File: config.mk
export PLATFORM = sky130hd
export DESIGN_NAME = joypad_scheduler
export DESIGN_NICKNAME = d
export VERILOG_FILES = /design/src/rtl/joypad_pkg.sv /design/src/rtl/joypad_tick_gen.sv /design/src/rtl/joypad_scheduler.sv
export SDC_FILE = /design/constraint.sdc
export NUM_CORES = 1
export LEC_CHECK = 0
export CAP_MARGIN = 20
export CORE_UTILIZATION = 40
export DETAILED_ROUTE_END_ITERATION = 8
export HOLD_SLACK_MARGIN = 0.02
export PLACE_DENSITY = 0.57
export SLEW_MARGIN = 20
export SYNTH_ARGS = -nofsm -noshare
export SYNTH_HDL_FRONTEND = slang
export SYNTH_SLANG_ARGS = --single-unit
File: constraint.sdc
create_clock -name I_CLK_33MHZ -period 2.2 [get_ports I_CLK_33MHZ]
set_input_delay 0.55 -clock I_CLK_33MHZ [delete_from_list [all_inputs] [get_ports I_CLK_33MHZ]]
set_output_delay 0.55 -clock I_CLK_33MHZ [all_outputs]
set_load 0.03 [all_outputs]
File: src/rtl/joypad_pkg.sv
// Shared definitions for the joypad poll scheduler: FSM states, button bit
// positions and default timing parameters.
package joypad_pkg;

    typedef enum logic [2:0] {
        ST_IDLE   = 3'd0,
        ST_LATCH  = 3'd1,
        ST_SAMPLE = 3'd2,
        ST_PULSE  = 3'd3,
        ST_COMMIT = 3'd4
    } state_t;

    localparam int BTN_A      = 0;
    localparam int BTN_B      = 1;
    localparam int BTN_SELECT = 2;
    localparam int BTN_START  = 3;
    localparam int BTN_UP     = 4;
    localparam int BTN_DOWN   = 5;
    localparam int BTN_LEFT   = 6;
    localparam int BTN_RIGHT  = 7;

    localparam int TICK_CYCLES_DEF = 198;
    localparam int POLL_TICKS_DEF  = 2750;

endpackage

File: src/rtl/joypad_tick_gen.sv
// Free-running protocol tick prescaler plus poll-period counter; poll_start
// marks the tick on which the poll counter wraps.
module joypad_tick_gen
    import joypad_pkg::*;
#(
    parameter int TICK_CYCLES = TICK_CYCLES_DEF,
    parameter int POLL_TICKS  = POLL_TICKS_DEF
) (
    input  logic clk,
    input  logic rst_n,
    output logic tick,
    output logic poll_start
);

    localparam int TW = $clog2(TICK_CYCLES);
    localparam int PW = $clog2(POLL_TICKS);

    logic [TW-1:0] tick_cnt;
    logic [PW-1:0] poll_cnt;
    logic          tick_last;
    logic          poll_last;

    assign tick_last  = (tick_cnt == TW'(TICK_CYCLES - 1));
    assign poll_last  = (poll_cnt == PW'(POLL_TICKS - 1));
    assign tick       = tick_last;
    assign poll_start = tick_last && poll_last;

    always_ff @(posedge clk or negedge rst_n) begin
        if (!rst_n) begin
            tick_cnt <= '0;
            poll_cnt <= '0;
        end else begin
            if (tick_last) begin
                tick_cnt <= '0;
                poll_cnt <= poll_last ? '0 : poll_cnt + PW'(1);
            end else begin
                tick_cnt <= tick_cnt + TW'(1);
            end
        end
    end

endmodule

File: src/rtl/joypad_scheduler.sv
// Joypad poll scheduler: latches and shifts a serial controller once per poll
// period, debounces over two frames and presents the P1x joypad register.
//
// state     | meaning
// ST_IDLE   | waiting for a poll wrap with I_POLL_EN set
// ST_LATCH  | O_LATCH high for two ticks, bit index cleared
// ST_SAMPLE | one tick settle; data bit captured on the closing tick
// ST_PULSE  | O_PULSE high for one tick, advances to next bit
// ST_COMMIT | one clock: debounce compare and button update
module joypad_scheduler
    import joypad_pkg::*;
#(
    parameter int TICK_CYCLES = TICK_CYCLES_DEF,
    parameter int POLL_TICKS  = POLL_TICKS_DEF
) (
    input  logic       I_CLK_33MHZ,
    input  logic       I_RESET_N,
    input  logic       I_DATA,
    input  logic       I_POLL_EN,
    input  logic       I_SEL_DIR_N,
    input  logic       I_SEL_BTN_N,
    output logic       O_LATCH,
    output logic       O_PULSE,
    output logic [7:0] O_BUTTONS,
    output logic [3:0] O_JOYP_LO,
    output logic       O_INT,
    output logic       O_BUSY
);

    state_t     state;
    logic       tick;
    logic       poll_start;
    logic [1:0] sync;
    logic       lat_cnt;
    logic [2:0] bit_idx;
    logic [7:0] raw;
    logic [7:0] prev_raw;
    logic [3:0] joyp_prev;
    logic [3:0] dir_n;
    logic [3:0] btn_n;

    joypad_tick_gen #(
        .TICK_CYCLES(TICK_CYCLES),
        .POLL_TICKS (POLL_TICKS)
    ) u_tick_gen (
        .clk       (I_CLK_33MHZ),
        .rst_n     (I_RESET_N),
        .tick      (tick),
        .poll_start(poll_start)
    );

    always_ff @(posedge I_CLK_33MHZ or negedge I_RESET_N) begin
        if (!I_RESET_N) begin
            state     <= ST_IDLE;
            sync      <= 2'b11;
            lat_cnt   <= 1'b0;
            bit_idx   <= 3'd0;
            raw       <= 8'h00;
            prev_raw  <= 8'h00;
            O_LATCH   <= 1'b0;
            O_PULSE   <= 1'b0;
            O_BUTTONS <= 8'h00;
            O_BUSY    <= 1'b0;
        end else begin
            sync <= {sync[0], I_DATA};
            case (state)
                ST_IDLE: begin
                    if (poll_start && I_POLL_EN) begin
                        state   <= ST_LATCH;
                        O_LATCH <= 1'b1;
                        O_BUSY  <= 1'b1;
                        bit_idx <= 3'd0;
                        lat_cnt <= 1'b0;
                    end
                end
                ST_LATCH: begin
                    if (tick) begin
                        if (lat_cnt) begin
                            state   <= ST_SAMPLE;
                            O_LATCH <= 1'b0;
                        end else begin
                            lat_cnt <= 1'b1;
                        end
                    end
                end
                ST_SAMPLE: begin
                    if (tick) begin
                        raw[bit_idx] <= ~sync[1];
                        if (bit_idx == 3'd7) begin
                            state <= ST_COMMIT;
                        end else begin
                            state   <= ST_PULSE;
                            O_PULSE <= 1'b1;
                        end
                    end
                end
                ST_PULSE: begin
                    if (tick) begin
                        state   <= ST_SAMPLE;
                        O_PULSE <= 1'b0;
                        bit_idx <= bit_idx + 3'd1;
                    end
                end
                ST_COMMIT: begin
                    // Only a frame that matches its predecessor reaches the outputs.
                    if (raw == prev_raw) O_BUTTONS <= raw;
                    prev_raw <= raw;
                    state    <= ST_IDLE;
                    O_BUSY   <= 1'b0;
                end
                default: begin
                    state   <= ST_IDLE;
                    O_LATCH <= 1'b0;
                    O_PULSE <= 1'b0;
                    O_BUSY  <= 1'b0;
                end
            endcase
        end
    end

    always_comb begin
        dir_n = {~O_BUTTONS[BTN_DOWN], ~O_BUTTONS[BTN_UP],
                 ~O_BUTTONS[BTN_LEFT], ~O_BUTTONS[BTN_RIGHT]};
        btn_n = {~O_BUTTONS[BTN_START], ~O_BUTTONS[BTN_SELECT],
                 ~O_BUTTONS[BTN_B], ~O_BUTTONS[BTN_A]};
        O_JOYP_LO = 4'hF;
        if (!I_SEL_DIR_N) O_JOYP_LO = O_JOYP_LO & dir_n;
        if (!I_SEL_BTN_N) O_JOYP_LO = O_JOYP_LO & btn_n;
    end

    always_ff @(posedge I_CLK_33MHZ or negedge I_RESET_N) begin
        if (!I_RESET_N) begin
            joyp_prev <= 4'hF;
            O_INT     <= 1'b0;
        end else begin
            joyp_prev <= O_JOYP_LO;
            O_INT     <= |(joyp_prev & ~O_JOYP_LO);
        end
    end

endmodule

==> impl_metrics.py <==
metrics = {
    "run_status": {
        "outcome": "complete, no violations",
    },
    "global_routing": {
        "overflow": 0,
        "grt_pass1_vias": 2104,
        "grt_max_degree": 62,
        "gr-usage-all-layers": 0.178,
        "grt_pass1_wl_um": 10200,
        "grt_antenna_before_repair": 0,
    },
    "die": {
        "die_w_um": 86.7,
        "initial_core_util": 0.417,
        "rows": 30,
        "pin_count": 22,
        "die-area_sq_um": 7510,
        "core_area_sq_um": 6870,
        "die_h_um": 86.7,
    },
    "clock_network": {
        "cts_hold_buf": 0,
        "htree_levels": 3,
        "cts_made_buffers": 9,
        "insertion_delay_ns": 0.33,
        "post_cts_buffers": 0,
        "root_buffer": "clkbuf_8",
        "cts_resized": 0,
        "clk_pin_slew_ns": 0.07,
        "cts_tree": "yes",
        "cts_max_path_buffers": 2,
        "cts.sinks": 61,
    },
    "timing": {
        "maxSlewViolCount": 0,
        "setup_violations": 0,
        "period_needed_ns": 2.09,
        "fin_skew_ns": 0.0107,
        "max-slew-margin-rel": 0.714,
        "hold_violations": 0,
        "rsz0062_at_grt": "false",
        "period_share": 0.948,
        "fin_setup_tns_ns": 0,
        "worst_slew_pin_slew_ns": 0.426,
        "max_freq_mhz": 479,
    },
    "power": {
        "p_per_area_nw_per_um2": 621,
        "power.switching_w": 0.000468,
        "combPwrFrac": 0.017,
        "power_frac_clock": 0.468,
        "switching_share": 0.214,
        "p_seq_frac": 0.515,
        "leakage_nw": 1.65,
        "internal_power_w": 0.00172,
        "peakVddDrop_mv": 0.349,
    },
    "synth": {
        "ys_types": 44,
        "yosysWarnings": 0,
        "avgSynthCellArea_sq_um": 11.0,
        "synth_edf_count": 0,
        "seq_area_frac_synth": 0.535,
        "async_flop_share": 1.00,
        "synth.ff_latch_count": 61,
        "synth_fp_nets": 272,
        "synth_ff_type": "dfrtp_1",
        "netlist_instances": 260,
        "netlist_area_sq_um": 2870,
    },
    "setup_path": {
        "crit_family": "simple AND/OR/NAND/NOR gates",
        "critPathKind": "in2reg",
        "end_kind": "register",
        "cp_slowest_cell": "clkdlybuf4s50_1",
        "worstPathRequired_ns": 2.42,
        "worst-endpoint-arrival_ns": 2.31,
        "startpoint_type": "input port",
        "crit_fanout": 3,
        "cp_num_buf_inv": 1,
        "crit_chain": "clkdlybuf4s50_1 -> or3b_2 -> nor4_1 -> o21ai_0 -> a22o_1",
        "cpPeakStageDelay_ns": 0.48,
    },
    "hold_path": {
        "hold_path.class": "in2async",
    },
    "finish": {
        "final_cells": 404,
        "fin_area_sq_um": 3530,
        "num_antenna_cells": 0,
        "nNetsFinal": 315,
        "drive_gt1_frac": 0.237,
        "syn2layout_area_growth_pct": 23.0,
    },
    "placed_design": {
        "dp_hpwl_um": 4020,
        "postPlaceCellArea_sq_um": 3320,
        "io_buffer_count": 21,
        "gp_congestion": 0.741,
        "placed_cells": 388,
    },
    "route": {
        "vias_per_cell": 5.16,
        "ant_nets": 0,
        "route.detailed.drc": 0,
        "routed_wl_um": 5810,
        "num_vias": 2083,
        "drt_iter0_markers": 101,
        "wl_per_cell_um": 14.4,
        "first_pass_iters": 4,
    },
    "job": {
        "max_cap_viol_count": 0,
    },
}
## final timing paths
check / from / to / slack (ns) / cells past startpoint
max: I_POLL_EN / bit_idx[0] / 0.11 / 5
min: I_RESET_N / u_tick_gen.poll_cnt[1] / 0.21 / 2
max reg2reg: u_tick_gen.tick_cnt[7] / lat_cnt / 0.24 / 5
min reg2reg: sync[0] / sync[1] / 0.36 / 0
max in group asynchronous: I_RESET_N / sync[0] / 1.67 / 2
min in group I_CLK_33MHZ: sync[0] / sync[1] / 0.36 / 0
## cell usage in the layout, fill, tap and decap left out, types with 5 or more instances in the layout
| cell | netlist | final |
|---|---|---|
| ha_1 | 6 | 6 |
| nand3_1 | 11 | 11 |
| dfrtp_1 | 55 | 55 |
| mux2_2 | 18 | 18 |
| xor2_1 | 10 | 10 |
| clkbuf_8 | 0 | 11 |
| o21ai_0 | 14 | 14 |
| buf_4 | 0 | 26 |
| a21oi_1 | 9 | 9 |
| dfstp_2 | 6 | 6 |
| nor2_1 | 11 | 11 |
| clkdlybuf4s50_1 | 0 | 16 |
| and3_1 | 5 | 5 |
| inv_1 | 16 | 16 |
| xnor2_1 | 6 | 6 |
| nand2_1 | 11 | 11 |
| a31oi_1 | 8 | 8 |
## registers in the layout, indices dropped and copies added, names as in the netlist
signal	count
u_tick_gen.tick_cnt	8
O_INT	1
joyp_prev	4
lat_cnt	1
prev_raw	8
state	3
bit_idx	3
sync	2
O_LATCH	1
raw	8
u_tick_gen.poll_cnt	12
O_BUSY	1
O_BUTTONS	8
O_PULSE	1
## synth_stat cells, types with 6 or more instances
| library cell | instances | area [sq um] |
|---|---|---|
| xnor2_1 | 6 | 52.6 |
| dfstp_2 | 6 | 158 |
| a21oi_1 | 9 | 45.0 |
| dfrtp_1 | 55 | 1380 |
| xor2_1 | 10 | 87.6 |
| mux2_2 | 18 | 203 |
| inv_1 | 16 | 60.1 |
| nand2_1 | 11 | 41.3 |
| nor2_1 | 11 | 41.3 |
| ha_1 | 6 | 75.1 |
| nand3_1 | 11 | 55.1 |
| clkbuf_1 | 6 | 22.5 |
| o21ai_0 | 14 | 70.1 |
| a31oi_1 | 8 | 50.1 |
## power by group through the flow
| stage | clock network (W) | logic [W] | registers, W |
|---|---|---|---|
| finish | 0.00102 | 0.0000364 | 0.00113 |
| global placement | 0 | 0.0000384 | 0.00115 |
| floorplan | 0 | 0.00000405 | 0.00115 |
| global route | 0.00112 | 0.0000430 | 0.00113 |
| CTS | 0.00106 | 0.0000391 | 0.00113 |
| detailed placement | 0 | 0.0000391 | 0.00115 |
## layer usage
layer  routed length, um  share of wire  up-vias  GRT usage
li1                    -              -     1025          -
met1                3050           0.53     1023      0.250
met2                2530           0.43       30      0.267
met3                 186          0.032        5     0.0352
met4                  44         0.0076        0     0.0818
met5                   0              0        -          0
## through the flow
stage / worst slack (ns) / hold WS (ns) / power (W) / util
after CTS: 0.114 / 0.225 / 0.00222 / 0.513
after floorplan: 0.352 / 0.254 / 0.00115 / -
after global placement: -0.208 / 0.346 / 0.00119 / 0.483
after global routing: 0.0281 / 0.239 / 0.00229 / 0.513
after detailed placement: -0.253 / 0.353 / 0.00119 / 0.483
final: 0.114 / 0.206 / 0.00219 / 0.513
## logic make-up (layout without fill, tap and decap cells)
group / count (synthesis) / count (layout) / synth area share
mux: 21 / 21 / 0.0812
buf+inv: 28 / 76 / 0.0388
flops: 61 / 61 / 0.535
simple gates: 77 / 77 / 0.155
compound gates: 51 / 51 / 0.114
fa+ha+maj: 6 / 6 / 0.0262
xor+xnor: 16 / 16 / 0.0489
## final cells by class
type                       count  area [sq um]
fill                         634          3340
sequential                    61          1530
multi-input combinational    171          1220
timing repair buffer          44           380
clock buffer                  11           151
tap                           96           120
inverter                      16          60.1
clock inverter                 5          58.8
No activity file was read; power rests on OpenSTA's default activity.
